===== src/rtl/tron_round_ctrl_pkg.sv =====
// rtl/tron_round_ctrl_pkg.sv - shared round-controller encodings and timing defaults
package tron_round_ctrl_pkg;

  localparam logic [2:0] ST_IDLE       = 3'd0;
  localparam logic [2:0] ST_CLEAR      = 3'd1;
  localparam logic [2:0] ST_COUNTDOWN  = 3'd2;
  localparam logic [2:0] ST_PLAY       = 3'd3;
  localparam logic [2:0] ST_PAUSE      = 3'd4;
  localparam logic [2:0] ST_ROUND_OVER = 3'd5;
  localparam logic [2:0] ST_MATCH_OVER = 3'd6;

  localparam logic [1:0] WIN_NONE = 2'b00;
  localparam logic [1:0] WIN_P1   = 2'b01;
  localparam logic [1:0] WIN_P2   = 2'b10;

  localparam int TICK_DIV_DEFAULT  = 2500000;
  localparam int SEC_DIV_DEFAULT   = 25000000;
  localparam int HOLD_SEC_DEFAULT  = 2;
  localparam int WIN_SCORE_DEFAULT = 5;

  localparam logic [3:0] BCD_NINE = 4'd9;

  typedef struct packed {
    logic [3:0] tens;
    logic [3:0] units;
  } bcd_score_t;

  function automatic logic [6:0] bcd_value(input bcd_score_t s);
    return ({3'b000, s.tens} * 7'd10) + {3'b000, s.units};
  endfunction

endpackage


===== src/rtl/tron_bcd_score.sv =====
// rtl/tron_bcd_score.sv - one player's two-digit BCD score, saturating at 99
module tron_bcd_score
  import tron_round_ctrl_pkg::*;
(
  input  logic       clk,
  input  logic       rst,
  input  logic       clr,
  input  logic       inc,
  output logic [3:0] tens,
  output logic [3:0] units
);

  always_ff @(posedge clk) begin
    if (rst || clr) begin
      tens  <= 4'd0;
      units <= 4'd0;
    end else if (inc && !(tens == BCD_NINE && units == BCD_NINE)) begin
      if (units == BCD_NINE) begin
        units <= 4'd0;
        tens  <= tens + 4'd1;
      end else begin
        units <= units + 4'd1;
      end
    end
  end

endmodule


===== src/rtl/tron_round_ctrl.sv =====
// rtl/tron_round_ctrl.sv - round/match sequencing for the tron game: countdown, step timing, pause, scoring
module tron_round_ctrl
  import tron_round_ctrl_pkg::*;
#(
  parameter int TICK_DIV  = TICK_DIV_DEFAULT,
  parameter int SEC_DIV   = SEC_DIV_DEFAULT,
  parameter int HOLD_SEC  = HOLD_SEC_DEFAULT,
  parameter int WIN_SCORE = WIN_SCORE_DEFAULT
) (
  input  logic       clk_25MHz,
  input  logic       rst,
  input  logic       start_btn,
  input  logic       pause_btn,
  input  logic       crash_valid,
  input  logic       crash_p1,
  input  logic       crash_p2,
  output logic       step_en,
  output logic       arena_clear,
  output logic [2:0] game_state,
  output logic [1:0] countdown,
  output logic [3:0] p1_score_tens,
  output logic [3:0] p1_score_units,
  output logic [3:0] p2_score_tens,
  output logic [3:0] p2_score_units,
  output logic [1:0] winner
);

  localparam int TICK_W = (TICK_DIV > 1) ? $clog2(TICK_DIV) : 1;
  localparam int SEC_W  = (SEC_DIV > 1) ? $clog2(SEC_DIV) : 1;
  localparam int HOLD_W = (HOLD_SEC > 1) ? $clog2(HOLD_SEC) : 1;
  localparam logic [TICK_W-1:0] TICK_LAST = TICK_W'(TICK_DIV - 1);
  localparam logic [SEC_W-1:0]  SEC_LAST  = SEC_W'(SEC_DIV - 1);
  localparam logic [HOLD_W-1:0] HOLD_LAST = HOLD_W'(HOLD_SEC - 1);
  localparam logic [6:0]        WIN_BIN   = 7'(WIN_SCORE);

  logic [2:0]        state;
  logic              start_prev, pause_prev;
  logic [TICK_W-1:0] tick_cnt;
  logic [SEC_W-1:0]  sec_cnt;
  logic [HOLD_W-1:0] hold_cnt;
  logic [1:0]        cd_digit;
  logic [1:0]        win_q;
  logic              start_edge, pause_edge, sec_done;
  logic              score_clr, p1_inc, p2_inc, p1_won, p2_won;

  assign start_edge = start_btn & ~start_prev;
  assign pause_edge = pause_btn & ~pause_prev;
  assign sec_done   = (sec_cnt == SEC_LAST);

  assign score_clr = start_edge & ((state == ST_IDLE) | (state == ST_MATCH_OVER));
  assign p1_inc    = (state == ST_PLAY) & crash_valid & crash_p2 & ~crash_p1;
  assign p2_inc    = (state == ST_PLAY) & crash_valid & crash_p1 & ~crash_p2;

  tron_bcd_score u_p1_score (
    .clk   (clk_25MHz),
    .rst   (rst),
    .clr   (score_clr),
    .inc   (p1_inc),
    .tens  (p1_score_tens),
    .units (p1_score_units)
  );

  tron_bcd_score u_p2_score (
    .clk   (clk_25MHz),
    .rst   (rst),
    .clr   (score_clr),
    .inc   (p2_inc),
    .tens  (p2_score_tens),
    .units (p2_score_units)
  );

  assign p1_won = bcd_value(bcd_score_t'({p1_score_tens, p1_score_units})) >= WIN_BIN;
  assign p2_won = bcd_value(bcd_score_t'({p2_score_tens, p2_score_units})) >= WIN_BIN;

  always_ff @(posedge clk_25MHz) begin
    if (rst) begin
      state      <= ST_IDLE;
      start_prev <= 1'b1;
      pause_prev <= 1'b1;
      tick_cnt   <= '0;
      sec_cnt    <= '0;
      hold_cnt   <= '0;
      cd_digit   <= 2'd0;
      win_q      <= WIN_NONE;
    end else begin
      start_prev <= start_btn;
      pause_prev <= pause_btn;
      case (state)
        ST_IDLE: if (start_edge) state <= ST_CLEAR;
        ST_CLEAR: begin
          state    <= ST_COUNTDOWN;
          cd_digit <= 2'd3;
          sec_cnt  <= '0;
        end
        ST_COUNTDOWN: begin
          if (sec_done) begin
            sec_cnt <= '0;
            if (cd_digit == 2'd1) begin
              state    <= ST_PLAY;
              tick_cnt <= '0;
            end else begin
              cd_digit <= cd_digit - 2'd1;
            end
          end else begin
            sec_cnt <= sec_cnt + SEC_W'(1);
          end
        end
        // A crash outranks a pause pressed in the same cycle.
        ST_PLAY: begin
          if (crash_valid) begin
            state    <= ST_ROUND_OVER;
            sec_cnt  <= '0;
            hold_cnt <= '0;
          end else if (pause_edge) begin
            state <= ST_PAUSE;
          end else begin
            tick_cnt <= (tick_cnt == TICK_LAST) ? '0 : tick_cnt + TICK_W'(1);
          end
        end
        ST_PAUSE: if (pause_edge) state <= ST_PLAY;
        ST_ROUND_OVER: begin
          if (sec_done) begin
            sec_cnt <= '0;
            if (hold_cnt == HOLD_LAST) begin
              if (p1_won || p2_won) begin
                state <= ST_MATCH_OVER;
                win_q <= p1_won ? WIN_P1 : WIN_P2;
              end else begin
                state <= ST_CLEAR;
              end
            end else begin
              hold_cnt <= hold_cnt + HOLD_W'(1);
            end
          end else begin
            sec_cnt <= sec_cnt + SEC_W'(1);
          end
        end
        ST_MATCH_OVER: begin
          if (start_edge) begin
            state <= ST_CLEAR;
            win_q <= WIN_NONE;
          end
        end
        default: state <= ST_IDLE;
      endcase
    end
  end

  // A step due in the cycle that pauses is withheld and fires on resume instead.
  assign step_en     = ~rst & (state == ST_PLAY) & (tick_cnt == TICK_LAST)
                     & ~(pause_edge & ~crash_valid);
  assign arena_clear = ~rst & (state == ST_CLEAR);
  assign game_state  = state;
  assign countdown   = (state == ST_COUNTDOWN) ? cd_digit : 2'd0;
  assign winner      = win_q;

endmodule

===== config.mk =====
export PLATFORM = sky130hd
export DESIGN_NAME = tron_round_ctrl
export DESIGN_NICKNAME = d
export VERILOG_FILES = /design/src/rtl/tron_round_ctrl_pkg.sv /design/src/rtl/tron_bcd_score.sv /design/src/rtl/tron_round_ctrl.sv
export SDC_FILE = /design/constraint.sdc
export NUM_CORES = 1
export LEC_CHECK = 0
export CAP_MARGIN = 20
export CORE_MARGIN = 2
export CORE_UTILIZATION = 40
export DETAILED_ROUTE_END_ITERATION = 12
export GPL_ROUTABILITY_DRIVEN = 0
export HOLD_SLACK_MARGIN = 0.12
export PLACE_DENSITY = 0.63
export REMOVE_ABC_BUFFERS = 1
export SLEW_MARGIN = 20
export SYNTH_ARGS = -nofsm -noshare
export SYNTH_HDL_FRONTEND = slang
export SYNTH_HIERARCHICAL = 1
export SYNTH_SLANG_ARGS = --single-unit

===== constraint.sdc =====
create_clock -name clk_25MHz -period 3.1 [get_ports clk_25MHz]
set_input_delay 0.465 -clock clk_25MHz [delete_from_list [all_inputs] [get_ports clk_25MHz]]
set_output_delay 0.465 -clock clk_25MHz [all_outputs]
set_load 0.01 [all_outputs]

## Yosys cells after proc, flatten, opt, wreduce, memory -nomap -nowiden

Cells that the tools add are included.

- Bits in registers: 73
- Word-level logic and storage cells: 132
- Output and inout bits: 25
- Bits of input ports: 7

- $mul: 2
- Bitwise operators: 21
- $lt $le $gt $ge: 2
- Add/sub/neg operators: 10
- Muxes and demuxes: 35
- Reductions and logical operators: 24
- Eq/ne operators: 26

Operators with widths:

| cell | count |
|---|---|
| 2-to-1 mux 22 bit | 5 |
| one-hot mux 25 bit (3 select lines) | 1 |
| 2-to-1 mux 25 bit | 2 |
| one-hot mux 22 bit (2 select lines) | 1 |
| 2-to-1 mux 3 bit | 9 |
| adder 25 x 1 -> 25 bit (second input constant) | 1 |
| == test 25 bit (second input constant) | 1 |
| adder 22 x 1 -> 22 bit (second input constant) | 1 |
| == test 22 bit (second input constant) | 1 |
| inequality test 2 bit (second input constant) | 11 |
| one-hot mux 3 bit (6 select lines) | 1 |
| adder 4 x 1 -> 4 bit (second input constant) | 4 |
| == test 4 bit (second input constant) | 4 |
| 2-to-1 mux 2 bit | 8 |
| adder 7 x 4 -> 7 bit | 2 |
| greater-or-equal comparator 7 x 3 -> 1 bit (second input constant) | 2 |
| AND 1 bit | 13 |
| multiplier 4 x 3 -> 6 bit (second input constant) | 2 |
| AND reduction 5 bit | 2 |
| == test 3 bit (second input constant) | 3 |
| 2-to-1 mux 4 bit | 2 |
| one-hot mux 2 bit (2 select lines) | 2 |
| nonzero test 2 bit | 4 |
| NOT 1 bit | 7 |
| other kinds (19) | 31 |

## Depth between registers and ports, before layout

- Depth after elaboration: 8
- Depth in mapped cells: 9
- Gate-level depth less buffers: 9

## Hierarchy

Netlist, hierarchy kept.

By module, submodules not included:

| module | times used | sequential area each (µm²) | area an instance (µm²) | cells each |
|---|---|---|---|---|
| tron_round_ctrl | 1 | 1,141.1 | 3,597.2 | 426 |
| tron_bcd_score | 2 | 160.2 | 405.4 | 47 |

## Worst setup path after synthesis

Ideal clock, no wire load.

- Kind: reg2reg
- Start: reg u_p1_score.tens[1]
- End: reg win_q[1] (netlist: winner[1])
- Arrival time: 2.694 ns
- Cell stages (with the launch flop): 10
- Setup slack: 0.319 ns
- Setup time: 0.087 ns
- Cell sequence: dfxtp_1 > ha_1 > ha_1 > fa_1 > or3_1 > a211oi_1 > o221ai_1 > nor4b_1 > o211ai_1 > o31ai_1

- Word-level cells in the longest chain between the ends: 8

RTL lines:

| item | RTL line | RTL |
|---|---|---|
| start: declaration | tron_bcd_score.sv:9 | `output logic [3:0] tens,` |
| start signal: assignment | tron_bcd_score.sv:20 | `tens <= tens + 4'd1;` |
| multiplier 4 x 3 -> 6 bit * | tron_round_ctrl_pkg.sv:29 | `return ({3'b000, s.tens} * 7'd10) + {3'b000, s.units};` |
| adder 7 x 4 -> 7 bit * | tron_round_ctrl_pkg.sv:29 |  |
| greater-or-equal comparator 7 x 3 -> 1 bit * | tron_round_ctrl.sv:72 | `assign p1_won = bcd_value(bcd_score_t'({p1_score_tens, p1_score_units})) >= WIN_BIN;` |
| 2-to-1 mux 2 bit | tron_round_ctrl.sv:127 | `win_q <= p1_won ? WIN_P1 : WIN_P2;` |
| 2-to-1 mux 2 bit | tron_round_ctrl.sv:125 | `if (p1_won \|\| p2_won) begin` |
| 2-to-1 mux 2 bit | tron_round_ctrl.sv:124 | `if (hold_cnt == HOLD_LAST) begin` |
| 2-to-1 mux 2 bit | tron_round_ctrl.sv:122 | `if (sec_done) begin` |
| one-hot mux 2 bit (2 select lines) | tron_round_ctrl.sv:88 | `case (state)` |
| end signal: assignment | tron_round_ctrl.sv:127 |  |
| end: declaration | tron_round_ctrl.sv:42 | `logic [1:0] win_q;` |

Every way passes the cells marked *; elsewhere a longest branch is shown, timed or not. The select of a mux whose other input is x is not followed.
A chain may end at the register's enable or synchronous reset.

## Worst setup path in the final report

- Start: reg tick_cnt[0]
- End: out step_en

- Word-level cells in the longest chain between the ends: 3

RTL lines:

| item | RTL line | RTL |
|---|---|---|
| start: declaration | tron_round_ctrl.sv:38 | `logic [TICK_W-1:0] tick_cnt;` |
| start signal: assignment | tron_round_ctrl.sv:117 | `tick_cnt <= (tick_cnt == TICK_LAST) ? '0 : tick_cnt + TICK_W'(1);` |
| == test 22 bit | tron_round_ctrl.sv:150 | `assign step_en = ~rst & (state == ST_PLAY) & (tick_cnt == TICK_LAST)` |
| AND 1 bit | tron_round_ctrl.sv:150 |  |
| AND 1 bit | tron_round_ctrl.sv:151 | `& ~(pause_edge & ~crash_valid);` |
| end: declaration | tron_round_ctrl.sv:17 | `output logic step_en,` |

Every way passes these cells.

==> flow_summary.yaml <==
cts:
  ctsHoldBuffers: 0
  cts_num_sinks: 73
  clkTransAtPathRegs_ps: 70
  post-cts-setup-buffer-count: 0
  clockBufferDepth: 2
  cts_tree: "yes"
  cts_root_buf: "clkbuf_8"
  clock_latency_ps: 360
  post_cts_resized: 0
  cts_max_level: 3
  cts_buffers: 9
floorplanning:
  die_w_um: 109
  rows: 38
  dieHeight_um: 109
  floorplan.initialDensity: 0.408
  io_pins: 32
  core_mm2: 0.0108
  dieArea_mm2: 0.0119
setup_path:
  cp-startpoint: "tick_cnt[0]"
  worstReg2RegStart: "u_p1_score/tens[3]"
  path_max_fanout: 4
  crit_required_ps: 2630
  crit_path_start_kind: "flop"
  cp-end-kind: "output pin"
  critPathArrivalTime_ps: 2510
  criticalPathCategory: "reg -> out"
pwr:
  power.switching_mw: 0.735
  powerDensity_mw_per_mm2: 452
  p_clk_frac: 0.347
  leakage_nw: 1.79
  switching_share: 0.318
  p_comb_frac: 0.220
  internal-power_mw: 1.57
  seqPwrFrac: 0.434
  irDropWorstVdd_v: 0.000257
  power_mw: 2.31
drt:
  wire_per_inst_um: 15.5
  dr.first_iter.drc_count: 275
  vias: 4044
  drtPass1Iterations: 6
  antenna_left: 0
  drc: 0
  wirelength_um: 10900
  via_per_inst: 5.76
timing:
  period_share: 0.959
  setup_viol: 0
  rsz0062_at_grt: "no"
  skew_ps: 11.0
  hold_violations: 0
  worst_slack_ps: 128
  slew_violations: 0
  finalSetupTns_ps: 0
  tightestPinTransition_ps: 710
  final.min_clock_period_ps: 2970
  hold_slack_ps: 488
  max_freq_ghz: 0.337
  slew_headroom: 0.524
synthesis:
  syn-cell-area_mm2: 0.00441
  synth_edf_count: 0
  ys_ff_latch: 73
  synth_area_leaders: "dfxtp_1 33%, ha_1 5.4%, xnor2_1 4.2%"
  syn_area_per_cell_um2: 8.48
  synth_top_cell_area_share: 0.332
  synth_area_leader_cell: "dfxtp_1"
  yosysUniqueCellTypes: 73
  syn_inst: 520
  synth_top_flop_cell: "dfxtp_1"
  yosys_warnings: 6
  ys_seq_area_frac: 0.332
  async_flop_share: 0
global_route:
  grt_max_degree: 29
  grt-ovfl-total: 0
  first_global_vias: 3863
  grt_pass1_wl_um: 18200
  antenna_found_initial: 0
  track_usage: 0.192
final_layout:
  nets: 587
  drive_gt1_frac: 0.0979
  layout_common_cells: "73 x dfxtp_1, 48 x nor2_1, 44 x nand2_1"
  utilization: 0.473
  areaGrowthSynthToFinish_pct: 15.8
  fill_cells: 1033
  diodes: 0
  final_common_cell: "dfxtp_1"
placement:
  dp_slack_ps: 164
  io_buffers: 31
  dp_hpwl_um: 7630
worst_hold_path:
  hp-start: "sec_cnt[1]"
  hp-class: "reg -> reg"
flow_run:
  cap_viol_max_count: 0
run_status:
  run_status: "completed"
[power by group through the flow]
stage	clock network, mW	logic (mW)	registers (mW)
2_1_floorplan	0	0.287	1.03
3_5_place_dp	0	0.502	1.02
4_1_cts	0.818	0.504	1.00
6_report	0.800	0.507	1.00
3_3_place_gp	0	0.495	1.02
5_1_grt	0.854	0.568	1.01
[stage by stage]
| step | std cells | cell area, um2 |
|---|---|---|
| 2_1_floorplan | 503 | 4310 |
| 3_3_place_gp | 686 | 4890 |
| 3_5_place_dp | 686 | 4890 |
| 4_1_cts | 702 | 5090 |
| 5_1_grt | 702 | 5100 |
| 6_report | 702 | 5100 |
[area by class of cell]
| type | count | area (um2) | share of cell area |
|---|---|---|---|
| flip-flops and latches | 73 | 1460 | 0.286 |
| multi-input cells | 419 | 2820 | 0.552 |
| repair buffers | 43 | 400 | 0.0785 |
| well taps | 140 | 175 | 0.0343 |
| clock inverters | 2 | 35.0 | 0.00687 |
| clock buffers | 14 | 173 | 0.0338 |
| inverters | 11 | 41.3 | 0.00809 |
[cell usage after synthesis (3+ instances only)]
master / number
a211oi_1: 8
a21oi_1: 31
a31oi_1: 9
and2_1: 4
and3_1: 10
and3b_1: 3
and4_1: 5
buf_2: 6
buf_6: 3
clkbuf_1: 6
dfxtp_1: 73
fa_1: 4
ha_1: 19
inv_1: 11
mux2i_1: 8
nand2_1: 44
nand2b_1: 6
nand3_1: 24
nand3b_1: 3
nand4_1: 12
nand4b_1: 3
nor2_1: 48
nor2b_1: 8
nor3_1: 23
nor3b_1: 5
nor4_1: 6
nor4_2: 3
nor4b_1: 6
o211ai_1: 6
o21ai_0: 19
o31ai_1: 8
or2_2: 5
or3_1: 8
or4_1: 6
xnor2_1: 21
xor2_1: 10
[critical path: stages (launching register included)]
cell and delay [ps]:
dfxtp_1 390, ha_1 210, and4_1 260, or4b_4 500
nor3_1 230, clkdlybuf4s50_1 570
[per-layer routing]
metal / track usage / up-vias / wire length, um
met3: 0.0377 / 16 / 447
met4: 0.0806 / 0 / 212
met2: 0.311 / 80 / 5130
li1: - / 1995 / -
met1: 0.249 / 1953 / 5090
met5: 0 / - / 0
[registers in the layout, summed over array words and instances (netlist names)]
name / flops
sec_cnt: 25
tick_cnt: 22
u_p1_score/tens: 4
u_p1_score/units: 4
u_p2_score/tens: 4
u_p2_score/units: 4
game_state: 3
cd_digit: 2
winner: 2
hold_cnt: 1
pause_prev: 1
start_prev: 1
[path summary, 6_finish.rpt]
path / endpoint / slack [ps] / cells after the start
max: step_en / 130 / 5
min: sec_cnt[1] / 490 / 2
min reg2reg: sec_cnt[1] / 490 / 2
max reg2reg: game_state[0] / 250 / 9
[cells by family (layout without fill, tap and decap cells)]
| family | count (synthesis) | after routing | share of synthesized area |
|---|---|---|---|
| buf+inv | 28 | 70 | 0.0315 |
| compound gates | 103 | 103 | 0.154 |
| simple gates | 254 | 254 | 0.331 |
| flops | 73 | 73 | 0.332 |
| mux | 8 | 8 | 0.0182 |
| fa+ha+maj | 23 | 23 | 0.0721 |
| xor+xnor | 31 | 31 | 0.0616 |
Power figures use the tool's default switching activity.
